--- config.mk ---
export PLATFORM = sky130hd
export DESIGN_NAME = a2d_intf_flat
export DESIGN_NICKNAME = d
export VERILOG_FILES = /design/src/rtl/a2d_pkg.sv /design/src/rtl/a2d_intf_if.sv /design/src/rtl/a2d_intf_spi_mnrch.sv /design/src/rtl/a2d_intf.sv /design/src/flat_wrapper.sv
export SDC_FILE = /design/constraint.sdc
export NUM_CORES = 1
export LEC_CHECK = 0
export CAP_MARGIN = 10
export CORE_UTILIZATION = 53
export CTS_CLUSTER_DIAMETER = 120
export CTS_CLUSTER_SIZE = 12
export DETAILED_ROUTE_END_ITERATION = 10
export GPL_ROUTABILITY_DRIVEN = 0
export PLACE_DENSITY = 0.82
export SLEW_MARGIN = 20
export SYNTH_ARGS = -nofsm -noshare
export SYNTH_HDL_FRONTEND = slang
export SYNTH_SLANG_ARGS = --single-unit
--- constraint.sdc ---
create_clock -name clk -period 3.7 [get_ports clk]
set_clock_uncertainty 0.05 [all_clocks]
set_input_delay 0.555 -clock clk [delete_from_list [all_inputs] [get_ports clk]]
set_output_delay 0.555 -clock clk [all_outputs]
set_load 0.05 [all_outputs]
--- src/rtl/a2d_pkg.sv ---
// Shared types, channel map and command-word helper for the A/D front end.
package a2d_pkg;

    localparam int SCLK_DIV_W = 5;

    localparam logic [2:0] CH_LFT   = 3'd0;
    localparam logic [2:0] CH_RGHT  = 3'd4;
    localparam logic [2:0] CH_STEER = 3'd5;
    localparam logic [2:0] CH_BATT  = 3'd6;

    // Divider preload leaves SCLK high for a front porch before the first fall.
    localparam logic [SCLK_DIV_W-1:0] DIV_PRELOAD = 5'b10111;
    localparam logic [SCLK_DIV_W-1:0] DIV_RISE    = 5'b01111;
    localparam logic [SCLK_DIV_W-1:0] DIV_FALL    = 5'b11111;

    typedef enum logic [1:0] {SLOT_LFT, SLOT_RGHT, SLOT_STEER, SLOT_BATT} slot_t;
    typedef enum logic [1:0] {IDLE, CNV, GAP, RD} state_t;
    typedef enum logic {SPI_IDLE, SPI_XFER} spi_state_t;

    function automatic logic [2:0] slot_ch(input slot_t slot);
        case (slot)
            SLOT_LFT:   slot_ch = CH_LFT;
            SLOT_RGHT:  slot_ch = CH_RGHT;
            SLOT_STEER: slot_ch = CH_STEER;
            default:    slot_ch = CH_BATT;
        endcase
    endfunction

    function automatic logic [15:0] cmd_word(input logic [2:0] ch);
        cmd_word = {2'b00, ch, 11'h000};
    endfunction

endpackage

--- src/rtl/a2d_intf_if.sv ---
// Core-side results plus the SPI pins of the A/D front end.
interface a2d_intf_if;
    logic        nxt;
    logic [11:0] lft_ld;
    logic [11:0] rght_ld;
    logic [11:0] steer_pot;
    logic [11:0] batt;
    logic        vld;
    logic        SS_n;
    logic        SCLK;
    logic        MOSI;
    logic        MISO;

    modport master (
        input  nxt, MISO,
        output lft_ld, rght_ld, steer_pot, batt, vld, SS_n, SCLK, MOSI
    );

    modport slave (
        output nxt, MISO,
        input  lft_ld, rght_ld, steer_pot, batt, vld, SS_n, SCLK, MOSI
    );
endinterface

--- src/rtl/a2d_intf_spi_mnrch.sv ---
// 16-bit SPI master; one shift register serves both transmit and receive.
module spi_mnrch
    import a2d_pkg::*;
(
    input  logic        clk,
    input  logic        rst,
    input  logic        wrt,
    input  logic [15:0] wt_data,
    output logic        done,
    output logic [15:0] rd_data,
    output logic        SS_n,
    output logic        SCLK,
    output logic        MOSI,
    input  logic        MISO
);

    spi_state_t            state;
    logic [SCLK_DIV_W-1:0] div_cnt;
    logic [15:0]           shft_reg;
    logic [4:0]            bit_cnt;
    logic                  miso_smpl;

    assign SCLK    = div_cnt[SCLK_DIV_W-1];
    assign MOSI    = shft_reg[15];
    assign rd_data = shft_reg;

    // MISO is captured just before each rise and shifted in on the following fall;
    // the fall after the 16th rise is suppressed so SCLK stays high as a back porch.
    always_ff @(posedge clk or posedge rst) begin
        if (rst) begin
            state     <= SPI_IDLE;
            div_cnt   <= '1;
            shft_reg  <= '0;
            bit_cnt   <= '0;
            miso_smpl <= 1'b0;
            SS_n      <= 1'b1;
            done      <= 1'b0;
        end else begin
            done <= 1'b0;
            case (state)
                SPI_IDLE: begin
                    if (wrt) begin
                        SS_n     <= 1'b0;
                        div_cnt  <= DIV_PRELOAD;
                        shft_reg <= wt_data;
                        bit_cnt  <= '0;
                        state    <= SPI_XFER;
                    end
                end
                SPI_XFER: begin
                    if (div_cnt == DIV_RISE) begin
                        miso_smpl <= MISO;
                        bit_cnt   <= bit_cnt + 5'd1;
                    end
                    if (div_cnt == DIV_FALL && bit_cnt == 5'd16) begin
                        shft_reg <= {shft_reg[14:0], miso_smpl};
                        SS_n     <= 1'b1;
                        done     <= 1'b1;
                        state    <= SPI_IDLE;
                    end else begin
                        div_cnt <= div_cnt + 1'b1;
                        if (div_cnt == DIV_FALL && bit_cnt != 5'd0)
                            shft_reg <= {shft_reg[14:0], miso_smpl};
                    end
                end
                default: state <= SPI_IDLE;
            endcase
        end
    end

endmodule

--- src/rtl/a2d_intf.sv ---
// Round-robin A/D sequencer: convert, then read back, one channel per nxt strobe.
module a2d_intf
    import a2d_pkg::*;
(
    input  logic       clk,
    input  logic       rst,
    a2d_intf_if.master bus
);

    state_t      state;
    slot_t       slot;
    logic        wrt;
    logic        done;
    logic        vld;
    logic [15:0] rd_data;
    logic [15:0] cmd;
    logic [11:0] lft_ld, rght_ld, steer_pot, batt;
    logic        unused_rd_hi;

    assign cmd          = cmd_word(slot_ch(slot));
    assign unused_rd_hi = ^rd_data[15:12];

    assign bus.lft_ld    = lft_ld;
    assign bus.rght_ld   = rght_ld;
    assign bus.steer_pot = steer_pot;
    assign bus.batt      = batt;
    assign bus.vld       = vld;

    spi_mnrch u_spi (
        .clk     (clk),
        .rst     (rst),
        .wrt     (wrt),
        .wt_data (cmd),
        .done    (done),
        .rd_data (rd_data),
        .SS_n    (bus.SS_n),
        .SCLK    (bus.SCLK),
        .MOSI    (bus.MOSI),
        .MISO    (bus.MISO)
    );

    // wrt is registered, so raising it on the first done leaves SS_n high for one GAP clk.
    always_ff @(posedge clk or posedge rst) begin
        if (rst) begin
            state     <= IDLE;
            slot      <= SLOT_LFT;
            wrt       <= 1'b0;
            vld       <= 1'b0;
            lft_ld    <= '0;
            rght_ld   <= '0;
            steer_pot <= '0;
            batt      <= '0;
        end else begin
            wrt <= 1'b0;
            vld <= 1'b0;
            case (state)
                IDLE: begin
                    if (bus.nxt) begin
                        wrt   <= 1'b1;
                        state <= CNV;
                    end
                end
                CNV: begin
                    if (done) begin
                        wrt   <= 1'b1;
                        state <= GAP;
                    end
                end
                GAP: state <= RD;
                RD: begin
                    if (done) begin
                        case (slot)
                            SLOT_LFT:   lft_ld    <= rd_data[11:0];
                            SLOT_RGHT:  rght_ld   <= rd_data[11:0];
                            SLOT_STEER: steer_pot <= rd_data[11:0];
                            default:    batt      <= rd_data[11:0];
                        endcase
                        vld   <= 1'b1;
                        slot  <= slot_t'(slot + 2'd1);
                        state <= IDLE;
                    end
                end
                default: state <= IDLE;
            endcase
        end
    end

endmodule

--- src/flat_wrapper.sv ---
// flat-port wrapper written by rule: the top's interface ports become plain ports
module a2d_intf_flat import a2d_pkg::*;
  (clk, rst, bus_nxt, bus_MISO, bus_lft_ld, bus_rght_ld, bus_steer_pot, bus_batt, bus_vld, bus_SS_n, bus_SCLK, bus_MOSI);
  a2d_intf_if bus_i ();
  input  logic clk;
  input  logic rst;
  input wire logic [$bits(bus_i.nxt)-1:0] bus_nxt;
  input wire logic [$bits(bus_i.MISO)-1:0] bus_MISO;
  output wire logic [$bits(bus_i.lft_ld)-1:0] bus_lft_ld;
  output wire logic [$bits(bus_i.rght_ld)-1:0] bus_rght_ld;
  output wire logic [$bits(bus_i.steer_pot)-1:0] bus_steer_pot;
  output wire logic [$bits(bus_i.batt)-1:0] bus_batt;
  output wire logic [$bits(bus_i.vld)-1:0] bus_vld;
  output wire logic [$bits(bus_i.SS_n)-1:0] bus_SS_n;
  output wire logic [$bits(bus_i.SCLK)-1:0] bus_SCLK;
  output wire logic [$bits(bus_i.MOSI)-1:0] bus_MOSI;
  assign bus_i.nxt = bus_nxt;
  assign bus_i.MISO = bus_MISO;
  assign bus_lft_ld = bus_i.lft_ld;
  assign bus_rght_ld = bus_i.rght_ld;
  assign bus_steer_pot = bus_i.steer_pot;
  assign bus_batt = bus_i.batt;
  assign bus_vld = bus_i.vld;
  assign bus_SS_n = bus_i.SS_n;
  assign bus_SCLK = bus_i.SCLK;
  assign bus_MOSI = bus_i.MOSI;
  a2d_intf u_core (.clk(clk), .rst(rst), .bus(bus_i));
endmodule
# [Yosys cells after proc, flatten, opt, wreduce, memory -nomap -nowiden]
# Index checks and enable logic that the tools add are counted.
[word_totals] ff_bits=84 inputBits=4 output_inout_bits=52
[classes] addsub=3 n_eq_ne=16 mux=27 bitwise=2 reduce_logical=17
[op_table] operator="$mux W16" n=3
[op_table] operator="$pmux W16 S2" n=1
[op_table] operator="$mux W5" n=4
[op_table] operator="$pmux W5 S2" n=2
[op_table] operator="$reduce_and A3 Y1" n=5
[op_table] operator="$reduce_and A2 Y1" n=6
[op_table] operator="$add A5 B1 Y5 const B" n=2
[op_table] operator="$eq A5 B5 Y1 const B" n=2
[op_table] operator="$mux W1" n=9
[op_table] operator="$pmux W3 S3" n=1
[op_table] operator="$ne A2 B2 Y1 const B" n=4
[op_table] operator="$pmux W2 S4" n=1
[op_table] operator="$eq A2 B2 Y1 const B" n=3
[op_table] operator="$mux W2" n=3
[op_table] operator="$ne A2 B1 Y1 const B" n=3
[op_table] operator="$pmux W1 S2" n=3
[op_table] operator="$eq A5 B4 Y1 const B" n=1
[op_table] operator="$reduce_bool A5 Y1" n=1
[op_table] operator="$eq A2 B1 Y1 const B" n=2
[op_table] operator="$logic_not A2 Y1" n=2
[op_table] operator="$ne A3 B1 Y1 const B" n=1
[op_table] operator="$reduce_or A3 Y1" n=1
[op_table] operator="$add A2 B1 Y2 const B" n=1
[op_table] operator="$logic_and A1 B1 Y1" n=2
[op_table] operator="$not A1 Y1" n=2

# [Longest topological paths before layout]
[depth] ltp_word=5 ltp_mapped=7 depth_no_buf=6

# [By module]
# From an unflattened synthesis, not the netlist that was laid out.
[hier_totals] hier_cells=292 hier_area_um2=3962.6
[by_module_without_submodules] module="a2d_intf" n_inst=1 cells_per_inst=139 area_each_um2=2387.3
[by_module_without_submodules] module="spi_mnrch" n_inst=1 cells_per_inst=153 area_each_um2=1575.3

# [Worst setup path before layout]
# No wires, ideal clock.
[synth_timing] kind="flip-flop to flip-flop" start="register u_core.u_spi.div_cnt[0]" end="register u_core.u_spi.shft_reg[7] (netlist: u_core.u_spi.rd_data[7])" arrival_time_ns=1.814 required_ns=3.525 slack_ns=1.711 path_stages_with_launch=8 n_path_buf=1 cell_sequence="dfstp_2 ha_1 and3_1 ha_1 nand2_1 nor2_2 buf_6 mux2_4"
[synth_between] elab_chain_cells=4 elab_cells_between_ends=7 classes_between="eq/ne: 2; mux: 2; reduce/logical: 3"
[synth_rtl] element="start, declared" line="a2d_intf_spi_mnrch.sv:18" source="logic [SCLK_DIV_W-1:0] div_cnt;"
[synth_rtl] element="start signal, assigned" line="a2d_intf_spi_mnrch.sv:61" source="div_cnt <= div_cnt + 1'b1;"
[synth_rtl] element="$eq A5 B5 Y1 (*)" line="a2d_intf_spi_mnrch.sv:55, a2d_intf_spi_mnrch.sv:62"
[synth_rtl] element="$logic_and A1 B1 Y1 (on tied branches)" line="a2d_intf_spi_mnrch.sv:55, a2d_intf_spi_mnrch.sv:62"
[synth_rtl] element="$mux W16 or $ne A3 B1 Y1 (tied branches)"
[synth_rtl] element="$pmux W16 S2 or $reduce_and A2 Y1 (tied branches)"
[synth_rtl] element="end signal, assigned" line="a2d_intf_spi_mnrch.sv:45" source="shft_reg <= wt_data;"
[synth_rtl] element="end signal, assigned" line="a2d_intf_spi_mnrch.sv:56" source="shft_reg <= {shft_reg[14:0], miso_smpl};"
[synth_rtl] element="end signal, assigned" line="a2d_intf_spi_mnrch.sv:63" source="shft_reg <= {shft_reg[14:0], miso_smpl};"
[synth_rtl] element="end, declared" line="a2d_intf_spi_mnrch.sv:19" source="logic [15:0] shft_reg;"
# Mark *: on every way between the ends. The rest lies on a longest branch, timed or not.
# A chain may end at the register's enable or synchronous reset.

# [Worst setup path after layout]
[layout_timing] start="register u_core.u_spi.div_cnt[0]" end="register u_core.u_spi.shft_reg[4] (netlist: u_core.u_spi.rd_data[4])"
# The elaborated chain is that of the path after synthesis.

==> metrics.cfg <==
[yosys]
yosysWarnings = 0
syn_inst = 269
avgSynthCellArea_um2 = 13.4
synth_top_area_cell = dfrtp_1
synth_top_area_share_pct = 54.0
yosysUniqueCellTypes = 32
synth_area_leaders = dfrtp_1 54%, mux2_2 18%, ha_1 5.2%, mux2i_1 5.0%, dfstp_2 4.4%
async_flop_share_pct = 100
netlist_area_mm2 = 0.00361
synthFlopType = dfrtp_1
syn_nets = 288
synth_seq_area_share_pct = 58.4
synth_edf_count = 0
ys_seq_elements = 84

[worst_setup_path]
crit_path_start_kind = register
critPathMaxFanout = 13
slowest_delay_ns = 0.66
crit_slowest_cell = nor2_2
worstPathCellList = ha_1 > and3_1 > ha_1 > nand2_1 > nor2_2 > mux2_2
worstSetupPathType = reg -> reg
worst_path_most_repeated_cell = ha_1
cp.required_ns = 3.89
crit_family = simple AND/OR/NAND/NOR gates
end_kind = register
cp.buffers_inverters = 0
worstPathArrival_ns = 2.64

[clock_tree]
cts.sinks = 84
clk_pin_slew_ns = 0.08
cts_hold_buf = 0
root_buffer = clkbuf_8
clock_path_buffers = 2
clk_latency_ns = 0.35
postCtsSetupRepairBufs = 0
cts_resized = 0
numCtsBuffers = 9
htree_levels = 3
cts_tree = built

[floorplan]
boundaryPins = 56
initial_core_util_pct = 55.9
fp.dieW_um = 84.6
dieHeight_um = 84.6
rows = 29
die_area_mm2 = 0.00715
core-area_mm2 = 0.00646

[timing]
hold_viol_final = 0
post-route-min-period_ns = 2.46
fin_crit_sh_pct = 66.4
max_slew_margin_pct = 39.5
max_freq_ghz = 0.407
tns_ns = 0
grt_setup_unrepaired = false
worst_slack_ns = 1.24
setup_viol_count_final = 0
max_slew.worst_pin.slew_ns = 0.905
slew_viol_final = 0

[run]
drv_cap = 0

[routing]
drt_wl_total_um = 6450
remaining_drc_errors = 7
dr.first_iter.drc_count = 84
dr.pass1.iters = 8
wl_per_cell_um = 15.8
route.vias.total = 2217
antenna_left = 0
viasPerCell = 5.43

[finish]
drive_gt1_share_pct = 26.6
antennaDiodeCount = 0
fin_nets = 345
n_fill_cell = 458
regArea_mm2 = 0.00211
multiInputGateArea_mm2 = 0.00138
layoutNonFillerInstCount = 408
syn2layout_area_growth_pct = 22.6

[placement]
io_buffers = 55
dp_hpwl_um = 4440
dp_worst_setup_slack_ns = 1.24
dp_cells = 392

[outcome]
violations = DRC
status = complete, but fails checks

[pwr]
pwr_density_cell_mw_per_mm2 = 363
clkPwrFrac_pct = 41.6
switching_share_pct = 21.8
combinationalPowerShare_pct = 1.4
pwr-share-seq_pct = 57.0
p_int_mw = 1.26
ir_worst_vdd_uv = 185
p_switching_mw = 0.351
p_leak_nw = 2.15
finalPower_mw = 1.61

[hold_path]
min_path_type = reg -> reg

[global_route]
grt_use_total_pct = 19.8
grt_pass1_wl_um = 10700
grt_max_degree = 64
grt_pass1_vias = 2220
antenna_found_initial = 0
overflow = 0

-- final timing paths --
check	startpoint	end	slack (ns)	cells past startpoint
hold reg to reg	u_core.bus.rght_ld[0]$_DFFE_PP0P_	u_core.bus.rght_ld[0]$_DFFE_PP0P_	0.46	1
min in group asynchronous	rst	u_core.state[0]$_DFFE_PP0P_	0.64	2
setup reg to reg	u_core.u_spi.div_cnt[0]$_DFFE_PP1P_	u_core.u_spi.rd_data[4]$_DFFE_PP0P_	1.24	6
setup / recovery	u_core.u_spi.div_cnt[0]$_DFFE_PP1P_	u_core.u_spi.rd_data[4]$_DFFE_PP0P_	1.24	6
max in group asynchronous	rst	u_core.u_spi.div_cnt[0]$_DFFE_PP1P_	2.21	3
hold / removal	u_core.bus.rght_ld[0]$_DFFE_PP0P_	u_core.bus.rght_ld[0]$_DFFE_PP0P_	0.46	1
-- power by group through the flow --
stage,combinational [mW],sequential (mW),clock [mW]
after floorplan,0.0133,0.936,0
after global placement,0.0236,0.936,0
after detailed placement,0.0236,0.936,0
after CTS,0.0237,0.918,0.689
after global routing,0.0268,0.918,0.720
final,0.0222,0.917,0.669
-- through the flow --
step	cell area [µm²]	util (%)	hold WS (ns)
final	4430	68.6	0.457
after CTS	4430	68.6	0.461
after floorplan	3610	-	0.416
after global placement	4220	65.3	0.431
after detailed placement	4220	65.3	0.443
after global routing	4430	68.6	0.463
-- cell usage in the layout, fill, tap and decap left out, drive strengths merged --
master         count
ha                15
a211o              1
inv               21
o21a               1
nor2b              1
clkbuf            10
xnor2              1
and3               1
clkinv             1
and4bb             1
a22o               1
mux2              59
nand4              2
buf                2
a21oi              2
bufinv             1
mux2i             18
nand2b             1
nor4b              1
nand3              2
nand4bb            1
nand2             26
xor2               1
dfrtp             78
o21ai              5
and2               2
clkinvlp           2
o22ai              1
nor2              11
clkdlybuf4s50     55
dfstp              6
o31ai              1
-- cell type report --
cell class | instances | area share [%]
repair buffers | 57 | 12.8
flip-flops and latches | 84 | 47.6
well taps | 77 | 2.18
clock inverters | 6 | 1.61
clock buffers | 10 | 3.11
inverters | 19 | 1.67
multi-input cells | 155 | 31.0
-- metal layers --
layer  wire, µm  track usage, %  share of wire [%]  vias to the layer above
met4        113            10.6                1.8                        0
li1           -               -                  -                     1024
met1       2870            25.0                 45                     1126
met3        244            3.83                3.8                       12
met2       3220            32.5                 50                       55
met5          0               0                  0                        -
-- cell families (layout without fill, tap and decap cells) --
family / after synthesis / in the layout / synth area share, %
xor gates and xnor gates: 2 / 2 / 0.485
muxes: 77 / 77 / 23.6
adders and majority gates: 15 / 15 / 5.20
and+or+nand+nor: 49 / 49 / 6.72
DFF: 84 / 84 / 58.4
AOI/OAI and AO/OA: 12 / 12 / 2.08
buffers and inverters: 30 / 92 / 3.53
-- sequential cells by signal, indices dropped and copies added (netlist names) --
| name | cells |
|---|---|
| u_core.bus.batt | 12 |
| u_core.u_spi.bit_cnt | 5 |
| u_core.u_spi.div_cnt | 5 |
| u_core.slot | 2 |
| u_core.bus.vld | 1 |
| u_core.wrt | 1 |
| u_core.u_spi.done | 1 |
| u_core.bus.rght_ld | 12 |
| u_core.u_spi.state | 1 |
| u_core.bus.lft_ld | 12 |
| u_core.bus.steer_pot | 12 |
| u_core.state | 2 |
| u_core.u_spi.miso_smpl | 1 |
| u_core.u_spi.SS_n | 1 |
| u_core.u_spi.rd_data | 16 |
-- Yosys cell counts, types with 2 or more instances --
master,instances
o21ai_0,3
ha_1,15
a21oi_1,2
mux2_2,57
inv_1,19
nor2_1,10
nand2_1,26
dfstp_2,6
mux2i_1,18
mux2_4,2
dfrtp_1,78
clkbuf_1,4
nand3_1,2
o21ai_1,2
buf_2,6
and2_1,2
nand4_1,2
Note: power is estimated with default switching activity, not from simulation.
